--- src/rtl/mojo_pkg.sv ---
// mojo_pkg: constants shared by the bus bridges (bus6502 / bus2c02).
//   SDRAM_ADDR_W     SDRAM byte-address width
//   PRG_BASE         SDRAM byte address of PRG byte 0
//   CHR_BASE         SDRAM byte address of CHR byte 0 (after 32 KiB PRG)
//   IDLE/ISSUE/WAIT  request FSM state encoding, wrapped by state_t
//   chr_map()        PPU pattern-table offset -> SDRAM byte address
package mojo_pkg;

  localparam int SDRAM_ADDR_W = 23;
  localparam int PPU_ADDR_W   = 14;
  localparam int CHR_OFS_W    = 13;

  localparam logic [SDRAM_ADDR_W-1:0] PRG_BASE = 23'h000000;
  localparam logic [SDRAM_ADDR_W-1:0] CHR_BASE = 23'h008000;

  localparam logic [1:0] IDLE  = 2'd0;
  localparam logic [1:0] ISSUE = 2'd1;
  localparam logic [1:0] WAIT  = 2'd2;

  typedef enum logic [1:0] {
    ST_IDLE  = IDLE,
    ST_ISSUE = ISSUE,
    ST_WAIT  = WAIT
  } state_t;

  // Plain 23-bit add; the CHR image is assumed to fit below the top of SDRAM.
  function automatic logic [SDRAM_ADDR_W-1:0] chr_map(
    input logic [SDRAM_ADDR_W-1:0] base,
    input logic [CHR_OFS_W-1:0]    ofs
  );
    return base + {{(SDRAM_ADDR_W-CHR_OFS_W){1'b0}}, ofs};
  endfunction

endpackage

--- src/rtl/ppu_bus_sync.sv ---
// ppu_bus_sync: brings an asynchronous read strobe and its address into the
// clk domain and flags the strobe's falling edge.
//   clk, rst    fabric clock, synchronous active-high reset
//   rd_n        raw read strobe, active low (asynchronous)
//   addr        raw address bus (asynchronous)
//   addr_sync   address after SYNC_STAGES flops, aligned with the strobe
//   rd_fall     one-cycle pulse when the synchronised strobe goes 1 -> 0
// Strobe and address use the same number of flops, so the address seen
// together with rd_fall is the one that was on the bus when rd_n fell.
module ppu_bus_sync #(
  parameter int SYNC_STAGES = 2,
  parameter int ADDR_W      = 14
) (
  input  logic              clk,
  input  logic              rst,
  input  logic              rd_n,
  input  logic [ADDR_W-1:0] addr,
  output logic [ADDR_W-1:0] addr_sync,
  output logic              rd_fall
);

  logic              rd_n_p [SYNC_STAGES];
  logic [ADDR_W-1:0] addr_p [SYNC_STAGES];
  logic              rd_n_prev;

  // Synchroniser chain; the strobe idles high so reset loads 1s.
  always_ff @(posedge clk) begin
    if (rst) begin
      for (int i = 0; i < SYNC_STAGES; i++) begin
        rd_n_p[i] <= 1'b1;
      end
      rd_n_prev <= 1'b1;
    end else begin
      rd_n_p[0] <= rd_n;
      for (int i = 1; i < SYNC_STAGES; i++) begin
        rd_n_p[i] <= rd_n_p[i-1];
      end
      rd_n_prev <= rd_n_p[SYNC_STAGES-1];
    end
  end

  // Address is data: it only has to be stable when rd_fall is sampled.
  always_ff @(posedge clk) begin
    addr_p[0] <= addr;
    for (int i = 1; i < SYNC_STAGES; i++) begin
      addr_p[i] <= addr_p[i-1];
    end
  end

  assign addr_sync = addr_p[SYNC_STAGES-1];
  assign rd_fall   = rd_n_prev & ~rd_n_p[SYNC_STAGES-1];

endmodule

--- src/rtl/bus2c02.sv ---
// bus2c02: PPU-side SDRAM bridge. Serves 2C02 pattern-table reads
// (ppu_addr[13]==0) from the CHR image held in SDRAM.
//   clk, rst          100 MHz fabric clock, synchronous active-high reset
//   ppu_addr          raw PPU address bus (asynchronous)
//   ppu_rd_n          raw PPU read strobe, active low (asynchronous)
//   ram_addr          SDRAM byte address, valid while in_valid is high
//   in_valid          one-cycle SDRAM read request
//   busy              SDRAM controller busy; requests wait while high
//   data_out          SDRAM read data (low byte)
//   out_valid         data_out valid, one cycle
//   ppu_data_out_run  byte presented to the PPU tristate driver
//   req_pending       a PPU read is waiting on SDRAM (for the arbiter)
//   init_sdram_data   CHR image loaded; new reads are ignored while low
// A one-entry cache holds the last fetched byte so that repeated reads of the
// same address cost nothing; a one-deep pending slot keeps the newest read
// that arrives while a fetch is still in flight.
module bus2c02 #(
  parameter logic [mojo_pkg::SDRAM_ADDR_W-1:0] CHR_BASE    = mojo_pkg::CHR_BASE,
  parameter int                                SYNC_STAGES = 2
) (
  input  logic        clk,
  input  logic        rst,
  input  logic [13:0] ppu_addr,
  input  logic        ppu_rd_n,
  output logic [22:0] ram_addr,
  output logic        in_valid,
  input  logic        busy,
  input  logic [7:0]  data_out,
  input  logic        out_valid,
  output logic [7:0]  ppu_data_out_run,
  output logic        req_pending,
  input  logic        init_sdram_data
);

  import mojo_pkg::*;

  logic [PPU_ADDR_W-1:0] addr_sync;
  logic                  rd_fall;
  logic                  rd_req;
  logic [CHR_OFS_W-1:0]  rd_ofs;

  state_t                  state, state_n;
  logic [CHR_OFS_W-1:0]    cur_addr, cur_addr_n;
  logic [CHR_OFS_W-1:0]    pend_addr, pend_addr_n;
  logic                    pend_valid, pend_valid_n;
  logic [CHR_OFS_W-1:0]    cache_addr, cache_addr_n;
  logic                    cache_valid, cache_valid_n;
  logic [SDRAM_ADDR_W-1:0] ram_addr_n;
  logic                    in_valid_n;
  logic [7:0]              data_n;
  logic                    req_pending_n;
  logic [CHR_OFS_W-1:0]    nxt_addr;
  logic                    nxt_valid;

  ppu_bus_sync #(
    .SYNC_STAGES(SYNC_STAGES),
    .ADDR_W     (PPU_ADDR_W)
  ) u_sync (
    .clk      (clk),
    .rst      (rst),
    .rd_n     (ppu_rd_n),
    .addr     (ppu_addr),
    .addr_sync(addr_sync),
    .rd_fall  (rd_fall)
  );

  // Only pattern-table reads count, and only once the CHR image is loaded.
  assign rd_req = rd_fall & ~addr_sync[13] & init_sdram_data;
  assign rd_ofs = addr_sync[CHR_OFS_W-1:0];

  always_comb begin
    state_n       = state;
    cur_addr_n    = cur_addr;
    pend_addr_n   = pend_addr;
    pend_valid_n  = pend_valid;
    cache_addr_n  = cache_addr;
    cache_valid_n = cache_valid;
    ram_addr_n    = ram_addr;
    in_valid_n    = 1'b0;
    data_n        = ppu_data_out_run;
    req_pending_n = req_pending;
    nxt_addr      = pend_addr;
    nxt_valid     = pend_valid;

    case (state)
      ST_IDLE: begin
        // A hit needs no action: ppu_data_out_run already holds the byte.
        if (rd_req && !(cache_valid && rd_ofs == cache_addr)) begin
          cur_addr_n    = rd_ofs;
          req_pending_n = 1'b1;
          state_n       = ST_ISSUE;
        end
      end

      ST_ISSUE: begin
        if (rd_req) begin
          pend_addr_n  = rd_ofs;
          pend_valid_n = 1'b1;
        end
        if (!busy) begin
          in_valid_n = 1'b1;
          ram_addr_n = chr_map(CHR_BASE, cur_addr);
          state_n    = ST_WAIT;
        end
      end

      ST_WAIT: begin
        if (out_valid) begin
          data_n        = data_out;
          cache_addr_n  = cur_addr;
          cache_valid_n = 1'b1;
          req_pending_n = 1'b0;
          pend_valid_n  = 1'b0;
          // A read arriving in this very cycle is newer than the slot.
          if (rd_req) begin
            nxt_addr  = rd_ofs;
            nxt_valid = 1'b1;
          end
          // Follow-up is checked against the just-committed cache entry.
          if (nxt_valid && init_sdram_data && nxt_addr != cur_addr) begin
            cur_addr_n    = nxt_addr;
            req_pending_n = 1'b1;
            state_n       = ST_ISSUE;
          end else begin
            state_n = ST_IDLE;
          end
        end else if (rd_req) begin
          pend_addr_n  = rd_ofs;
          pend_valid_n = 1'b1;
        end
      end

      default: state_n = ST_IDLE;
    endcase

    // Losing the CHR image invalidates everything remembered; an in-flight
    // fetch still completes so the SDRAM handshake is never abandoned.
    if (!init_sdram_data) begin
      cache_valid_n = 1'b0;
      pend_valid_n  = 1'b0;
    end
  end

  always_ff @(posedge clk) begin
    if (rst) begin
      state            <= ST_IDLE;
      pend_valid       <= 1'b0;
      cache_valid      <= 1'b0;
      ram_addr         <= '0;
      in_valid         <= 1'b0;
      ppu_data_out_run <= 8'h00;
      req_pending      <= 1'b0;
    end else begin
      state            <= state_n;
      pend_valid       <= pend_valid_n;
      cache_valid      <= cache_valid_n;
      ram_addr         <= ram_addr_n;
      in_valid         <= in_valid_n;
      ppu_data_out_run <= data_n;
      req_pending      <= req_pending_n;
    end
  end

  // Address holders are qualified by the valid flags above.
  always_ff @(posedge clk) begin
    cur_addr   <= cur_addr_n;
    pend_addr  <= pend_addr_n;
    cache_addr <= cache_addr_n;
  end

endmodule
--- config.mk ---
export PLATFORM = sky130hd
export DESIGN_NAME = bus2c02
export DESIGN_NICKNAME = d
export VERILOG_FILES = /design/src/rtl/mojo_pkg.sv /design/src/rtl/ppu_bus_sync.sv /design/src/rtl/bus2c02.sv
export SDC_FILE = /design/constraint.sdc
export NUM_CORES = 1
export LEC_CHECK = 0
export CAP_MARGIN = 30
export CORE_ASPECT_RATIO = 1.4
export CORE_MARGIN = 5
export CORE_UTILIZATION = 45
export CTS_CLUSTER_DIAMETER = 150
export DETAILED_ROUTE_END_ITERATION = 10
export PLACE_DENSITY = 0.69
export SLEW_MARGIN = 10
export SYNTH_ARGS = -nofsm -noshare
export SYNTH_HDL_FRONTEND = slang
export SYNTH_SLANG_ARGS = --single-unit
--- constraint.sdc ---
create_clock -name clk -period 8.6 [get_ports clk]
set_clock_uncertainty 0.2 [all_clocks]
set_input_delay 1.29 -clock clk [delete_from_list [all_inputs] [get_ports clk]]
set_output_delay 1.29 -clock clk [all_outputs]
set_load 0.05 [all_outputs]
==> run_results.csv <==
group,metric,value,unit
clock_tree,tritoncts,"done",
worst_setup_path,r2r_end,"cur_addr[5]$_DFFE_PP_",
synthesis,synth_warnings,0,
global_routing,grt_max_degree,32,
pwr,p_clk_share,26.3,%
sta,worst_pin_slew,0.835,ns
clock_tree,cts_buffer_depth,2,
synthesis,netlist_instances,351,
detailed_routing,vias,2538,
status,run_status,"finished clean",
placed_design,dp_hpwl,5.58,mm
sta,fmax,0.245,GHz
synthesis,yosys_register_bits,98,
synthesis,yosysTopAreaCell,"dfxtp_1",
synthesis,syn_avg_cell_area,10.8,sq um
detailed_routing,routed_wl,7.90,mm
die,num_rows,39,
worst_setup_path,worst_ep_required_time,8.48,ns
clock_tree,clk_latency,0.34,ns
finish,layout-drive-gt1-share,6.60,%
sta,rsz0062_at_grt,"false",
clock_tree,root_buffer,"clkbuf_16",
placed_design,place.gp.congestion,0.904,
global_routing,grt_pass1_wl,12.9,mm
clock_tree,path_clk_slew,0.06,ns
synthesis,async_flop_share,0,%
die,fp.dieH,118,um
sta,period_needed,4.07,ns
finish,fill_cells,713,
sta,max_slew_margin,44.3,%
clock_tree,cts.repair.resized,0,
sta,setup_tns,0,ns
placed_design,port_buffers,51,
sta,setup_viol,0,
detailed_routing,ant_nets,0,
die,coreArea,8200,sq um
global_routing,antenna_found_initial,0,
detailed_routing,drt-initial-drc-count,201,
finish,final_net_count,436,
worst_setup_path,crit_path_end,"cur_addr[5]$_DFFE_PP_",
worst_setup_path,crit_path_start_kind,"input port",
pwr,p_leak,1.71,nW
detailed_routing,first_pass_iters,6,
synthesis,yosysSeqAreaShare,62.2,%
synthesis,synth_common_cells,"65 x nand2_1, 59 x dfxtp_1, 39 x edfxtp_1",
die,initial_core_util,46.1,%
pwr,irDropWorstVdd,0.134,mV
worst_setup_path,cp-end-kind,"flop",
sta,final_max_slew_viol_count,0,
pwr,seqPwrFrac,47.6,%
sta,hold_viol_final,0,
finish,diodes,0,
global_routing,first_global_vias,2558,
worst_setup_path,reg2reg_slack,5.60,ns
pwr,netSwitchingFraction,32.2,%
worst_setup_path,startpoint,"init_sdram_data",
sta,fin_crit_sh,47.4,%
worst_setup_path,path_class,"input port to flop",
worst_setup_path,critical_path.max_fanout,16,
pwr,powerDensity,307,nW/um^2
finish,fin_util,56.7,%
worst_setup_path,cp.arrival,3.95,ns
run,cap_violations,0,
synthesis,synthDistinctLibCells,48,
clock_tree,holdBufCountCts,0,
die,dieWidth,87.5,um
detailed_routing,viasPerCell,4.97,
global_routing,grt_overflow,0,
worst_setup_path,reg2reg_from,"u_sync.rd_n_p[0][1]$_SDFF_PP1_",
synthesis,synth-edff-count,39,
clock_tree,htree_levels,3,
worst_setup_path,r2r_cells,7,
pwr,p_switching,0.461,mW
clock_tree,cts_sinks,98,
pwr,power.internal,0.968,mW
die,io_pins,61,
synthesis,synth_top_area_share,31.2,%
pwr,combPwrFrac,26.1,%
worst_hold_path,holdCritPathClass,"flop to flop",
synthesis,synthesis.area,3780,sq um
clock_tree,cts_buffers,9,
die,die_area,10400,sq um
synthesis,synthTopCellsByArea,"dfxtp_1 31%, edfxtp_1 31%, nand2_1 6.5%",
finish,syn_to_final_growth,23.0,%
global_routing,track_usage,16.3,%
synthesis,synth.most_common_cell,"nand2_1",
detailed_routing,wire_per_inst,15.5,um
detailed_routing,drc,0,
synthesis,yosys_most_used_dff,"dfxtp_1",
clock_tree,cts_setup_buffers,0,
layout make-up:
type,instances,area (sq um),area share [%]
clock buffer,14,274,5.89
clock inverter,2,11.3,0.242
inverter,20,75.1,1.61
multi-input combinational,218,1250,26.8
sequential,98,2350,50.6
tap,102,128,2.74
timing repair buffer,57,563,12.1
layer usage:
metal	up-vias	routed length [um]	GRT usage (%)	part of all wire, %
li1	1283	-	-	-
met1	1165	3330	19.5	42
met3	15	452	2.51	5.7
met5	-	0	0	0
met2	75	3860	26.8	49
met4	0	257	10.2	3.3
worst min path at each step:
stage,from,end,cells past startpoint
2_1_floorplan,u_sync.addr_p[0][0]$_DFF_P_,u_sync.addr_p[0][14]$_DFF_P_,0
3_3_place_gp,u_sync.addr_p[0][0]$_DFF_P_,u_sync.addr_p[0][14]$_DFF_P_,0
3_5_place_dp,u_sync.addr_p[0][3]$_DFF_P_,u_sync.addr_p[0][17]$_DFF_P_,0
4_1_cts,u_sync.addr_p[0][3]$_DFF_P_,u_sync.addr_p[0][17]$_DFF_P_,0
5_1_grt,u_sync.addr_p[0][11]$_DFF_P_,u_sync.addr_p[0][25]$_DFF_P_,0
6_report,u_sync.addr_p[0][13]$_DFF_P_,u_sync.addr_p[0][27]$_DFF_P_,0
critical path: stages:
cell	delay (ns)
clkdlybuf4s50_1	0.49
and4bb_1	0.76
mux2_4	0.37
a221oi_1	0.29
o2111ai_1	0.22
o211ai_2	0.23
a21oi_1	0.09
buf_4	0.21
state kept, by name (all words and copies together) (netlist names), 2 cells and up:
name / flops
ppu_data_out_run: 8
cur_addr: 13
cache_addr: 13
ram_addr: 14
pend_addr: 13
u_sync.rd_n_p: 2
state: 2
u_sync.addr_p: 28
logic make-up after synthesis:
kind of cell / share of synthesized area [%]
buffers and inverters: 5.59
AND/OR/NAND/NOR: 13.3
AO/OA/AOI/OAI: 10.3
multiplexers: 2.02
adder cells (fa/ha/maj): 1.32
XOR/XNOR: 5.10
flip-flops: 62.2
other: 0.0992
power groups by stage:
stage | Sequential [mW] | Clock (mW) | Combinational (mW)
global placement | 0.685 | 0 | 0.361
detailed placement | 0.689 | 0 | 0.369
finish | 0.680 | 0.376 | 0.373
global route | 0.691 | 0.405 | 0.408
floorplan | 0.714 | 0 | 0.222
CTS | 0.680 | 0.385 | 0.371
layout by cell type (no fill, tap or decap), drive strengths merged, types with 3 or more instances in the layout:
cell type / n
a21oi: 28
a221oi: 3
a31oi: 7
buf: 6
clkbuf: 14
clkdlybuf4s50: 51
conb: 9
dfxtp: 59
edfxtp: 39
ha: 4
inv: 19
mux2i: 5
nand2: 65
nand2b: 3
nand3: 4
nand4: 3
nor2: 24
nor2b: 3
nor3: 4
o21ai: 4
o22ai: 5
or2: 4
xnor2: 20
metrics by stage:
step	setup WS, ns	hold slack, ns	cells	power [mW]	cell area (sq um)
after floorplan	5.03	0.110	359	0.936	3810
after global placement	4.22	0.111	493	1.05	4340
after detailed placement	4.17	0.112	493	1.06	4340
after CTS	4.53	0.126	509	1.44	4630
after global routing	4.37	0.131	511	1.50	4650
final	4.53	0.126	511	1.43	4650
Note: power is estimated with default switching activity, not from simulation.
